File: src/rtl/mp_pkg.sv
// Shared trace-decoder definitions: FSM state encoding and the legal
// per-state din values, usable by both the decoder and the sequencer.
package mp_pkg;

    typedef enum logic [2:0] {
        IDLE = 3'd0,
        E0   = 3'd1,
        E1   = 3'd2,
        P0   = 3'd3,
        P1   = 3'd4,
        Q    = 3'd5,
        R    = 3'd6,
        A8   = 3'd7
    } state_t;

    // Bit expected in each state for the trace to stay legal.
    localparam logic EXP_E0 = 1'b0;
    localparam logic EXP_E1 = 1'b1;
    localparam logic EXP_P0 = 1'b0;
    localparam logic EXP_P1 = 1'b1;
    localparam logic EXP_A8 = 1'b0;

    // Whole traces, first bit in bit 0.
    localparam int           SHORT_LEN  = 6;
    localparam logic [5:0]   SHORT_BITS = 6'b011010;
    localparam logic [1:0]   LOOP_HEAD  = 2'b10;
    localparam logic [1:0]   LOOP_BODY  = 2'b10;
    localparam logic [1:0]   LOOP_TAIL  = 2'b00;

endpackage

File: src/rtl/sat_counter.sv
// Saturating up-counter with sticky saturation flag.
// Ports: clk, reset_n, clear, inc -> value[CNT_W], sat.
module sat_counter #(
    parameter int CNT_W = 8
) (
    input  logic             clk,
    input  logic             reset_n,
    input  logic             clear,
    input  logic             inc,
    output logic [CNT_W-1:0] value,
    output logic             sat
);

    localparam logic [CNT_W-1:0] MAX = {CNT_W{1'b1}};

    always_ff @(posedge clk or negedge reset_n) begin
        if (!reset_n) begin
            value <= '0;
            sat   <= 1'b0;
        end else if (clear) begin
            value <= '0;
            sat   <= 1'b0;
        end else if (inc) begin
            if (value == MAX)
                sat <= 1'b1;
            else
                value <= value + 1'b1;
        end
    end

endmodule

File: src/rtl/mp_trace_decoder.sv
// Decodes the serial din trace of the microprogram sequencer.
// Ports: clk, reset_n, start, din -> busy, done, error, path, loop_cnt, sat.
module mp_trace_decoder
    import mp_pkg::*;
#(
    parameter int CNT_W = 8
) (
    input  logic             clk,
    input  logic             reset_n,
    input  logic             start,
    input  logic             din,
    output logic             busy,
    output logic             done,
    output logic             error,
    output logic             path,
    output logic [CNT_W-1:0] loop_cnt,
    output logic             sat
);

    state_t           state;
    logic             cnt_inc;
    logic [CNT_W-1:0] cnt_val;
    logic             cnt_sat;

    // Increment on each accepted loop-closing '1'; start restarts instead.
    assign cnt_inc = !start && din && (state == P1 || state == R);

    sat_counter #(.CNT_W(CNT_W)) u_cnt (
        .clk     (clk),
        .reset_n (reset_n),
        .clear   (start),
        .inc     (cnt_inc),
        .value   (cnt_val),
        .sat     (cnt_sat)
    );

    always_ff @(posedge clk or negedge reset_n) begin
        if (!reset_n) begin
            state    <= IDLE;
            busy     <= 1'b0;
            done     <= 1'b0;
            error    <= 1'b0;
            path     <= 1'b0;
            loop_cnt <= '0;
            sat      <= 1'b0;
        end else begin
            done  <= 1'b0;
            error <= 1'b0;
            if (start) begin
                // Also a silent abort when a decode is in flight.
                state <= E0;
                busy  <= 1'b1;
            end else begin
                unique case (state)
                    IDLE: busy <= 1'b0;
                    E0: begin
                        if (din == EXP_E0) begin
                            state <= E1;
                        end else begin
                            state <= IDLE;
                            busy  <= 1'b0;
                            error <= 1'b1;
                        end
                    end
                    E1: begin
                        if (din == EXP_E1) begin
                            state <= P0;
                        end else begin
                            state <= IDLE;
                            busy  <= 1'b0;
                            error <= 1'b1;
                        end
                    end
                    P0: begin
                        if (din == EXP_P0) begin
                            state <= P1;
                        end else begin
                            state <= IDLE;
                            busy  <= 1'b0;
                            error <= 1'b1;
                        end
                    end
                    P1: begin
                        if (din == EXP_P1) begin
                            state <= Q;
                        end else begin
                            state <= IDLE;
                            busy  <= 1'b0;
                            error <= 1'b1;
                        end
                    end
                    Q: begin
                        // A '1' here is only legal straight after P1.
                        if (!din) begin
                            state <= R;
                        end else if (cnt_val == CNT_W'(1)) begin
                            state <= A8;
                        end else begin
                            state <= IDLE;
                            busy  <= 1'b0;
                            error <= 1'b1;
                        end
                    end
                    R: begin
                        if (din) begin
                            state <= Q;
                        end else begin
                            state    <= IDLE;
                            busy     <= 1'b0;
                            done     <= 1'b1;
                            path     <= 1'b1;
                            loop_cnt <= cnt_val;
                            sat      <= cnt_sat;
                        end
                    end
                    A8: begin
                        state <= IDLE;
                        busy  <= 1'b0;
                        if (din == EXP_A8) begin
                            done     <= 1'b1;
                            path     <= 1'b0;
                            loop_cnt <= '0;
                            sat      <= cnt_sat;
                        end else begin
                            error <= 1'b1;
                        end
                    end
                    default: begin
                        state <= IDLE;
                        busy  <= 1'b0;
                    end
                endcase
            end
        end
    end

endmodule

File: config.mk
export PLATFORM = sky130hd
export DESIGN_NAME = mp_trace_decoder
export DESIGN_NICKNAME = d
export VERILOG_FILES = /design/src/rtl/mp_pkg.sv /design/src/rtl/sat_counter.sv /design/src/rtl/mp_trace_decoder.sv
export SDC_FILE = /design/constraint.sdc
export NUM_CORES = 1
export LEC_CHECK = 0
export ABC_AREA = 1
export CORE_MARGIN = 1.5
export CORE_UTILIZATION = 45
export DETAILED_ROUTE_END_ITERATION = 8
export PLACE_DENSITY = 0.67
export REMOVE_ABC_BUFFERS = 1
export SKIP_LAST_GASP = 1
export SLEW_MARGIN = 20
export SYNTH_ARGS = -nofsm -noshare
export SYNTH_HDL_FRONTEND = slang
export SYNTH_HIERARCHICAL = 1
export SYNTH_SLANG_ARGS = --single-unit
File: constraint.sdc
create_clock -name clk -period 1.6 [get_ports clk]
set_input_delay 0.48 -clock clk [delete_from_list [all_inputs] [get_ports clk]]
set_output_delay 0.48 -clock clk [all_outputs]
set_load 0.1 [all_outputs]
Yosys cells after proc, flatten, opt, wreduce, memory -nomap -nowiden

Index checks and enable logic that the tools add are counted.

Register bits after elaboration: 25
Input bits: 4
Logic and storage cells: 82

$add $sub $neg: 1
Equal/unequal tests: 16
Multiplexer cells: 33
Bitwise gates (word level): 2
Reduce and logical (&&, ||, !) cells: 21

Operator list:

| kind                                                  | count |
|---|---|
| two-way mux 8 bit                                     | 5 |
| one-hot mux 3 bit (6 select lines)                    | 1 |
| two-way mux 1 bit                                     | 16 |
| one-hot mux 8 bit (2 select lines)                    | 1 |
| two-way mux 3 bit                                     | 5 |
| == test 3 bit, second input constant                  | 4 |
| OR reduction 2 bit                                    | 5 |
| inequality test 3 bit, second input constant          | 3 |
| adder 8 x 1 -> 8 bit, second input constant           | 1 |
| == test 8 x 1 -> 1 bit, second input constant         | 1 |
| == test 8 bit, second input constant                  | 1 |
| AND reduction 4 bit                                   | 2 |
| nonzero test 7 bit                                    | 1 |
| == test 3 x 2 -> 1 bit, second input constant         | 2 |
| inequality test 2 bit, second input constant          | 3 |
| nonzero test 2 bit                                    | 3 |
| OR reduction 3 bit                                    | 2 |
| two-way mux 2 bit                                     | 2 |
| one-hot mux 1 bit (4 select lines)                    | 1 |
| AND reduction 2 bit                                   | 2 |
| == test 3 x 1 -> 1 bit, second input constant         | 1 |
| zero test 3 bit                                       | 1 |
| inequality test 3 x 1 -> 1 bit, second input constant | 1 |
| one-hot mux 1 bit (3 select lines)                    | 1 |
| other kinds (6)                                       | 8 |

Longest topological paths before layout

Gate-level depths: netlist of the first run.

Word-level depth: 5
Gate-level depth with buffers: 9

Modules after synthesis

Netlist of the first run, hierarchy kept.

By module, submodules not included:

| module           | times used | cells an instance | area an instance (um^2) | sequential area each (um^2) |
|---|---|---|---|---|
| mp_trace_decoder | 1          | 91                | 772.0                   | 400.4 |
| sat_counter      | 1          | 68                | 530.5                   | 225.2 |

Least setup slack after synthesis of the first run

No wires, ideal clock.

Kind: register to output
Start: register busy
End: output busy
Arrival time: 0.898 ns
Path slack: 0.222 ns
Stages on the path, launching flop included: 1
Buffers on the path: 0
Cell sequence: dfrtp_1

RTL lines:

| item                     | RTL line               | source |
|---|---|---|
| start: declaration       | mp_trace_decoder.sv:12 | `output logic busy,` |
| start signal: assignment | mp_trace_decoder.sv:40 | `busy <= 1'b0;` |
| start signal: assignment | mp_trace_decoder.sv:52 | `busy <= 1'b1;` |
| start signal: assignment | mp_trace_decoder.sv:55 | `IDLE: busy <= 1'b0;` |

No word-level cell between the ends.

Worst setup path in the final report of the first run

Start: input start
End: register loop_cnt[3]

Cells in the longest elaborated chain, start to end: 2

Ends and longest elaborated chain:

| item                          | RTL line                | source |
|---|---|---|
| start: declaration            | mp_trace_decoder.sv:10  | `input logic start,` |
| inverter 1 bit (no line)      | -                       |  |
| AND reduction 4 bit (no line) | -                       |  |
| end signal: assignment        | mp_trace_decoder.sv:112 | `loop_cnt <= cnt_val;` |
| end: declaration              | mp_trace_decoder.sv:16  | `output logic [CNT_W-1:0] loop_cnt,` |

No other way between the ends.
A chain may end at the register's enable or synchronous reset.

==> flow_metrics.env, run 1 <==
export IMPL_post_synth_cell_area_avg_sq_um=8.192
export IMPL_syn_inst=159
export IMPL_finalWorstSetupSlack_ns=0.1080
export IMPL_synth_distinct_cells=28
export IMPL_post_synth_main_area_contributors="sky130_fd_sc_hd__dfrtp_1, sky130_fd_sc_hd__nand2_1, sky130_fd_sc_hd__o21ai_2"
export IMPL_power_leakage_uw=0.0008487
export IMPL_cts_repair_timing_setup_buffer_count=0
export IMPL_placement_rows=19
export IMPL_synth_yosys_seq_area_share_pct=48.03
export IMPL_r2r_worst_path_cells=8
export IMPL_power_per_cell_area_nw_per_um2=631.3
export IMPL_layout_cells_most_common_list="sky130_fd_sc_hd__nand2_1, sky130_fd_sc_hd__dfrtp_1, sky130_fd_sc_hd__inv_1"
export IMPL_timing_slew_headroom_pct=78.50
export IMPL_cts_max_level=1
export IMPL_max_vdd_ir_drop_v=0.0004412
export IMPL_setup_viol_count_final=0
export IMPL_finalWorstPathRequiredPeriod_ns=1.492
export IMPL_setup_total_negative_slack_ns=0
export IMPL_reg2reg_launch_point="u_cnt/value[0]"
export IMPL_clk_latency_ns=0.32
export IMPL_ys_flop_type="sky130_fd_sc_hd__dfrtp_1"
export IMPL_placed_cells=218
export IMPL_post_dp_hpwl_um=2121
export IMPL_postCtsResizedCells=0
export IMPL_num_nets_final=197
export IMPL_synthesis_area_sq_um=1302
export IMPL_rsz0062_at_grt="false"
export IMPL_multi_input_area_sq_um=591.8
export IMPL_synthDominantCellAreaShare_pct=48.03
export IMPL_post_layout_nonfiller_instances=222
export IMPL_seq_area_sq_um=625.6
export IMPL_die_width_um=56.80
export IMPL_worst_endpoint_required_ns=1.83
export IMPL_post_synth_top_area_cell="sky130_fd_sc_hd__dfrtp_1"
export IMPL_total_number_of_vias=1155
export IMPL_setup_worst_path_start_class="input port"
export IMPL_worst_hold_path_type="input port to asynchronous set/reset pin"
export IMPL_clock_path_buffers=2
export IMPL_gp_congestion=0.9665
export IMPL_io_buffers=16
export IMPL_floorplan_core_area_sq_um=2758
export IMPL_post_cts_hold_buffer_count=0
export IMPL_num_antenna_cells=0
export IMPL_first_global_vias=1092
export IMPL_drt_iter0_markers=39
export IMPL_sequence_of_cells_on_the_critical_path="clkdlybuf4s50_1 -> inv_1 -> nand2_2 -> nor3_4 -> inv_2 -> nand2_1 -> o21ai_2"
export IMPL_edff_count_synth=0
export IMPL_dpl_instance_area_sq_um=1722
export IMPL_starting_density_of_the_core_pct=47.23
export IMPL_globalRouteOverflowTotal=0
export IMPL_yosysWarnings=6
export IMPL_wl_per_cell_um=12.43
export IMPL_max_cap_violations=0
export IMPL_rr_endpoint="u_cnt/value[3]"
export IMPL_via_count_normalized_by_instance_count=5.203
export IMPL_tightestPinTransition_ns=0.3200
export IMPL_tritoncts_sink_count=25
export IMPL_worst_slack_after_detailed_placement_ns=-0.2888
export IMPL_post_route_cell_area_sq_um=1753
export IMPL_chip_height_um=56.80
export IMPL_drt_total_wl_um=2760
export IMPL_final_layout_worst_hold_slack_ns=0.5082
export IMPL_critical_path_max_stage_delay_ns=0.50
export IMPL_detail_route_first_pass_iterations=4
export IMPL_clock_transition_at_the_register_clock_pins_on_the_worst_setup_and_hold_paths_after_cts_ns=0.14
export IMPL_run_status="finished clean"
export IMPL_design_die_area_sq_um=3226
export IMPL_num_fill_cells=238
export IMPL_grt_use_total_pct=18.68
export IMPL_grt_start_max_net_pins=26
export IMPL_crit_slowest_cell="sky130_fd_sc_hd__clkdlybuf4s50_1"
export IMPL_timing_final_max_slew_violations=0
export IMPL_grt_first_pass_wirelength_um=4664
export IMPL_finClkSkew_ns=0.002540
export IMPL_post_route_drc_count=0
export IMPL_ant_nets=0
export IMPL_setup_reg_to_reg_worst_slack_ns=0.15
export IMPL_critical_path_class="input port to flip-flop"
export IMPL_maximum_clock_frequency_mhz=670.2
export IMPL_layout_drive_gt1_share_pct=27.75
export IMPL_cp_max_fo=10
export IMPL_final_period_utilization_pct=93.25
export IMPL_endpoint_kind="flip-flop"
export IMPL_data_arrival_time_at_the_worst_slack_endpoint_ns=1.72
export IMPL_clock_tree_root_driver_cell="sky130_fd_sc_hd__clkbuf_4"
export IMPL_tritoncts_clock_tree="done"
export IMPL_antenna_found_initial=0
export IMPL_final_hold_violation_count=0
export IMPL_cts_made_buffers=3
export IMPL_area_growth_pct=34.58
export IMPL_yosys_register_bits=25
export IMPL_synth_async_reset_ratio_pct=100.0
export IMPL_io_pins=17
export IMPL_layout_commonest_cell="sky130_fd_sc_hd__nand2_1"
[kinds of logic (layout without fill, tap and decap cells)]
family / after synthesis / in the layout / synth area share [%]
adder cells (fa/ha/maj): 1 / 1 / 0.9605
AND/OR/NAND/NOR: 84 / 84 / 30.45
flip-flops: 25 / 25 / 48.03
buffers and inverters: 23 / 55 / 6.820
AO/OA/AOI/OAI: 25 / 25 / 13.07
XOR/XNOR: 1 / 1 / 0.6726
[layout make-up]
class                           count  area share [%]
Timing Repair Buffer               28           21.70
Sequential cell                    25           35.69
Inverter                           23           5.068
Clock buffer                        3           1.285
Multi-Input combinational cell    111           33.76
Tap cell                           31           2.213
Clock inverter                      1          0.2855
[routing by layer]
metal  share of wire (%)  global-route usage [%]  vias up
met2                  46                   29.57       25
met5                   0                       0        -
li1                    -                       -      581
met4                 2.4                   9.635        0
met1                  48                   25.11      543
met3                 3.7                   2.304        6
[how the worst max path moves through the flow]
stage          start        endpoint  slack, ns  cells past startpoint
2_1_floorplan   busy            busy       0.22                      0
3_3_place_gp   start     loop_cnt[5]      -0.23                      7
3_5_place_dp     din  u_cnt/value[6]      -0.29                      7
4_1_cts          din  u_cnt/value[6]       0.09                      7
5_1_grt          din  u_cnt/value[5]       0.02                      7
6_report       start     loop_cnt[3]       0.11                      7
[cell usage after synthesis (2+ instances only)]
master and number:
sky130_fd_sc_hd__o21ai_2 8, sky130_fd_sc_hd__nand3_1 12, sky130_fd_sc_hd__nand4_1 4, sky130_fd_sc_hd__inv_2 4
sky130_fd_sc_hd__nand2_4 2, sky130_fd_sc_hd__inv_1 18, sky130_fd_sc_hd__nor2_1 11, sky130_fd_sc_hd__o21ai_0 2
sky130_fd_sc_hd__nand2_2 3, sky130_fd_sc_hd__nand2_1 46, sky130_fd_sc_hd__a21oi_1 8, sky130_fd_sc_hd__dfrtp_1 25
[stage by stage]
step	utilization (%)	total power [uW]
final	63.57	1107
after global routing	63.57	1158
after CTS	63.43	1124
after detailed placement	62.43	834.5
after global placement	62.43	829.9
after floorplan	-	754.1
[where the power goes]
group,switching [uW],internal [uW],total [uW]
sequential,13.5,643,656
combinational,105,60.4,165
clock,191,93.7,285
total,310,797,1110
[worst max-delay path, delay by kind of cell]
| kind | cells | cell delay [ns] |
|---|---|---|
| AO/OA/AOI/OAI | 1 | 0.05 |
| buffers and inverters | 3 | 0.78 |
| AND/OR/NAND/NOR | 3 | 0.40 |
[state kept, by name, summed over array words and instances (netlist names)]
| name | count |
|---|---|
| done | 1 |
| loop_cnt | 8 |
| path | 1 |
| u_cnt/sat | 1 |
| sat | 1 |
| state | 3 |
| error | 1 |
| u_cnt/value | 8 |
| busy | 1 |
(Power assumes the default switching activity.)
==> run 2, diff against run 1 <==
--- a/config.mk
+++ b/config.mk
@@ -6,6 +6,7 @@
 export NUM_CORES = 1
 export LEC_CHECK = 0
 export ABC_AREA = 1
+export CORE_ASPECT_RATIO = 1.1
 export CORE_MARGIN = 1.5
 export CORE_UTILIZATION = 45
 export DETAILED_ROUTE_END_ITERATION = 8
==> flow_metrics.env, run 2 (same netlist as run 1, synthesis figures left out) <==
export IMPL_setup_worst_path_start_class="input port"
export IMPL_floorplan_core_area_sq_um=2753
export IMPL_clock_tree_root_driver_cell="sky130_fd_sc_hd__clkbuf_4"
export IMPL_wl_per_cell_um=12.30
export IMPL_drt_total_wl_um=2742
export IMPL_design_die_area_sq_um=3226
export IMPL_critical_path_class="input port to flip-flop"
export IMPL_rsz0062_at_grt="false"
export IMPL_grt_first_pass_wirelength_um=4567
export IMPL_area_growth_pct=33.91
export IMPL_post_dp_hpwl_um=2151
export IMPL_layout_cells_most_common_list="sky130_fd_sc_hd__nand2_1, sky130_fd_sc_hd__dfrtp_1, sky130_fd_sc_hd__inv_1"
export IMPL_fin_total_pwr_uw=1097
export IMPL_num_nets_final=196
export IMPL_finalWorstPathRequiredPeriod_ns=1.507
export IMPL_endpoint_kind="flip-flop"
export IMPL_placement_rows=20
export IMPL_cts_made_buffers=3
export IMPL_gp_congestion=0.9224
export IMPL_final_hold_violation_count=0
export IMPL_rr_endpoint="u_cnt/value[3]"
export IMPL_io_pins=17
export IMPL_post_cts_hold_buffer_count=0
export IMPL_power_leakage_uw=0.0008450
export IMPL_die_width_um=54.30
export IMPL_first_global_vias=1075
export IMPL_setup_reg_to_reg_worst_slack_ns=0.21
export IMPL_cts_max_level=1
export IMPL_total_number_of_vias=1149
export IMPL_critical_path_max_stage_delay_ns=0.52
export IMPL_startpoint="din"
export IMPL_detail_route_first_pass_iterations=4
export IMPL_timing_slew_headroom_pct=77.36
export IMPL_setup_viol_count_final=0
export IMPL_worst_endpoint_required_ns=1.81
export IMPL_sequence_of_cells_on_the_critical_path="clkdlybuf4s50_1 -> nand3_1 -> nor2_1 -> inv_1 -> nand2_1 -> nand2_4 -> nand2_1 -> o21ai_0"
export IMPL_grt_use_total_pct=19.23
export IMPL_r2r_worst_path_cells=8
export IMPL_cts_repair_timing_setup_buffer_count=0
export IMPL_tritoncts_sink_count=25
export IMPL_io_buffers=16
export IMPL_grt_start_max_net_pins=26
export IMPL_maximum_clock_frequency_mhz=663.5
export IMPL_post_route_drc_count=0
export IMPL_num_antenna_cells=0
export IMPL_max_cap_violations=0
export IMPL_final_period_utilization_pct=94.20
export IMPL_drt_iter0_markers=61
export IMPL_cp_max_fo=9
export IMPL_finClkSkew_ns=0.009143
export IMPL_postCtsResizedCells=0
export IMPL_chip_height_um=59.43
export IMPL_post_route_cell_area_sq_um=1744
export IMPL_worst_hold_path_type="flip-flop to flip-flop"
export IMPL_layout_top_registers="loop_cnt x8, u_cnt/value x8, state x3"
export IMPL_clock_path_buffers=2
export IMPL_ant_nets=0
export IMPL_layout_drive_gt1_share_pct=26.84
export IMPL_reg2reg_launch_point="u_cnt/value[0]"
export IMPL_critPathCapture="u_cnt/value[4]"
export IMPL_antenna_found_initial=0
export IMPL_max_vdd_ir_drop_v=0.0005643
export IMPL_power_per_cell_area_nw_per_um2=629.2
export IMPL_timing_final_max_slew_violations=0
export IMPL_crit_slowest_cell="sky130_fd_sc_hd__clkdlybuf4s50_1"
export IMPL_clock_transition_at_the_register_clock_pins_on_the_worst_setup_and_hold_paths_after_cts_ns=0.14
export IMPL_num_fill_cells=231
export IMPL_via_count_normalized_by_instance_count=5.152
export IMPL_globalRouteOverflowTotal=0
export IMPL_layout_commonest_cell="sky130_fd_sc_hd__nand2_1"
export IMPL_worst_path_most_repeated_cell="sky130_fd_sc_hd__nand2_1"
export IMPL_clk_latency_ns=0.31
export IMPL_run_status="finished clean"
export IMPL_data_arrival_time_at_the_worst_slack_endpoint_ns=1.71
export IMPL_tightestPinTransition_ns=0.3370
export IMPL_starting_density_of_the_core_pct=47.32
export IMPL_dpl_instance_area_sq_um=1717
export IMPL_tritoncts_clock_tree="done"
==> run 2: cell types whose count changed in the layout (fill, tap and decap cells not counted) <==
cell	change
sky130_fd_sc_hd__a21oi_2	-1
sky130_fd_sc_hd__a21oi_1	+1
sky130_fd_sc_hd__buf_4	-1
==> run 2: where the power goes <==
group	switching, uW	internal, uW
registers	13.0	643
clock network	181	93.3
logic	107	60.2
total	301	796
==> run 2: how the worst min path moves through the flow <==
stage / from / to / slack, ns / depth (start not counted)
2_1_floorplan: reset_n / busy / 0.18 / 0
3_3_place_gp: u_cnt/sat / sat / 0.46 / 2
3_5_place_dp: u_cnt/sat / sat / 0.47 / 2
4_1_cts: u_cnt/sat / sat / 0.50 / 2
5_1_grt: u_cnt/sat / sat / 0.52 / 2
6_report: u_cnt/sat / sat / 0.49 / 2
==> run 2: layout make-up <==
cell class              instances  area, sq um  area share [%]
multi-input cells             111        588.1           33.72
well taps                      33        41.29           2.367
flip-flops and latches         25        625.6           35.87
repair buffers                 27        372.9           21.38
clock inverters                 1        5.005          0.2869
clock buffers                   3        22.52           1.291
inverters                      23        88.84           5.093
==> run 2: through the flow <==
| step | TNS [ns] | instances | utilization (%) | worst slack [ns] | hold slack [ns] |
|---|---|---|---|---|---|
| after floorplan | 0 | 159 | - | 0.2223 | 0.1844 |
| after global placement | -3.089 | 219 | 62.36 | -0.1730 | 0.4610 |
| after detailed placement | -3.793 | 219 | 62.36 | -0.2234 | 0.4667 |
| after CTS | 0 | 223 | 63.36 | 0.1234 | 0.4972 |
| after global routing | 0 | 223 | 63.36 | 0.01873 | 0.5240 |
| final | 0 | 223 | 63.36 | 0.09284 | 0.4896 |
==> run 2: metal layers <==
layer	global-route usage [%]	vias to the layer above	routed length (um)
met4	8.214	0	29
met2	31.67	46	1347
li1	-	575	-
met5	0	-	0
met1	24.47	524	1225
met3	3.283	4	140
==> run 2: critical path, delay by kind of cell <==
kind            cells  cell delay [ns]
buf+inv             2             0.59
compound gates      1             0.09
simple gates        5             0.55
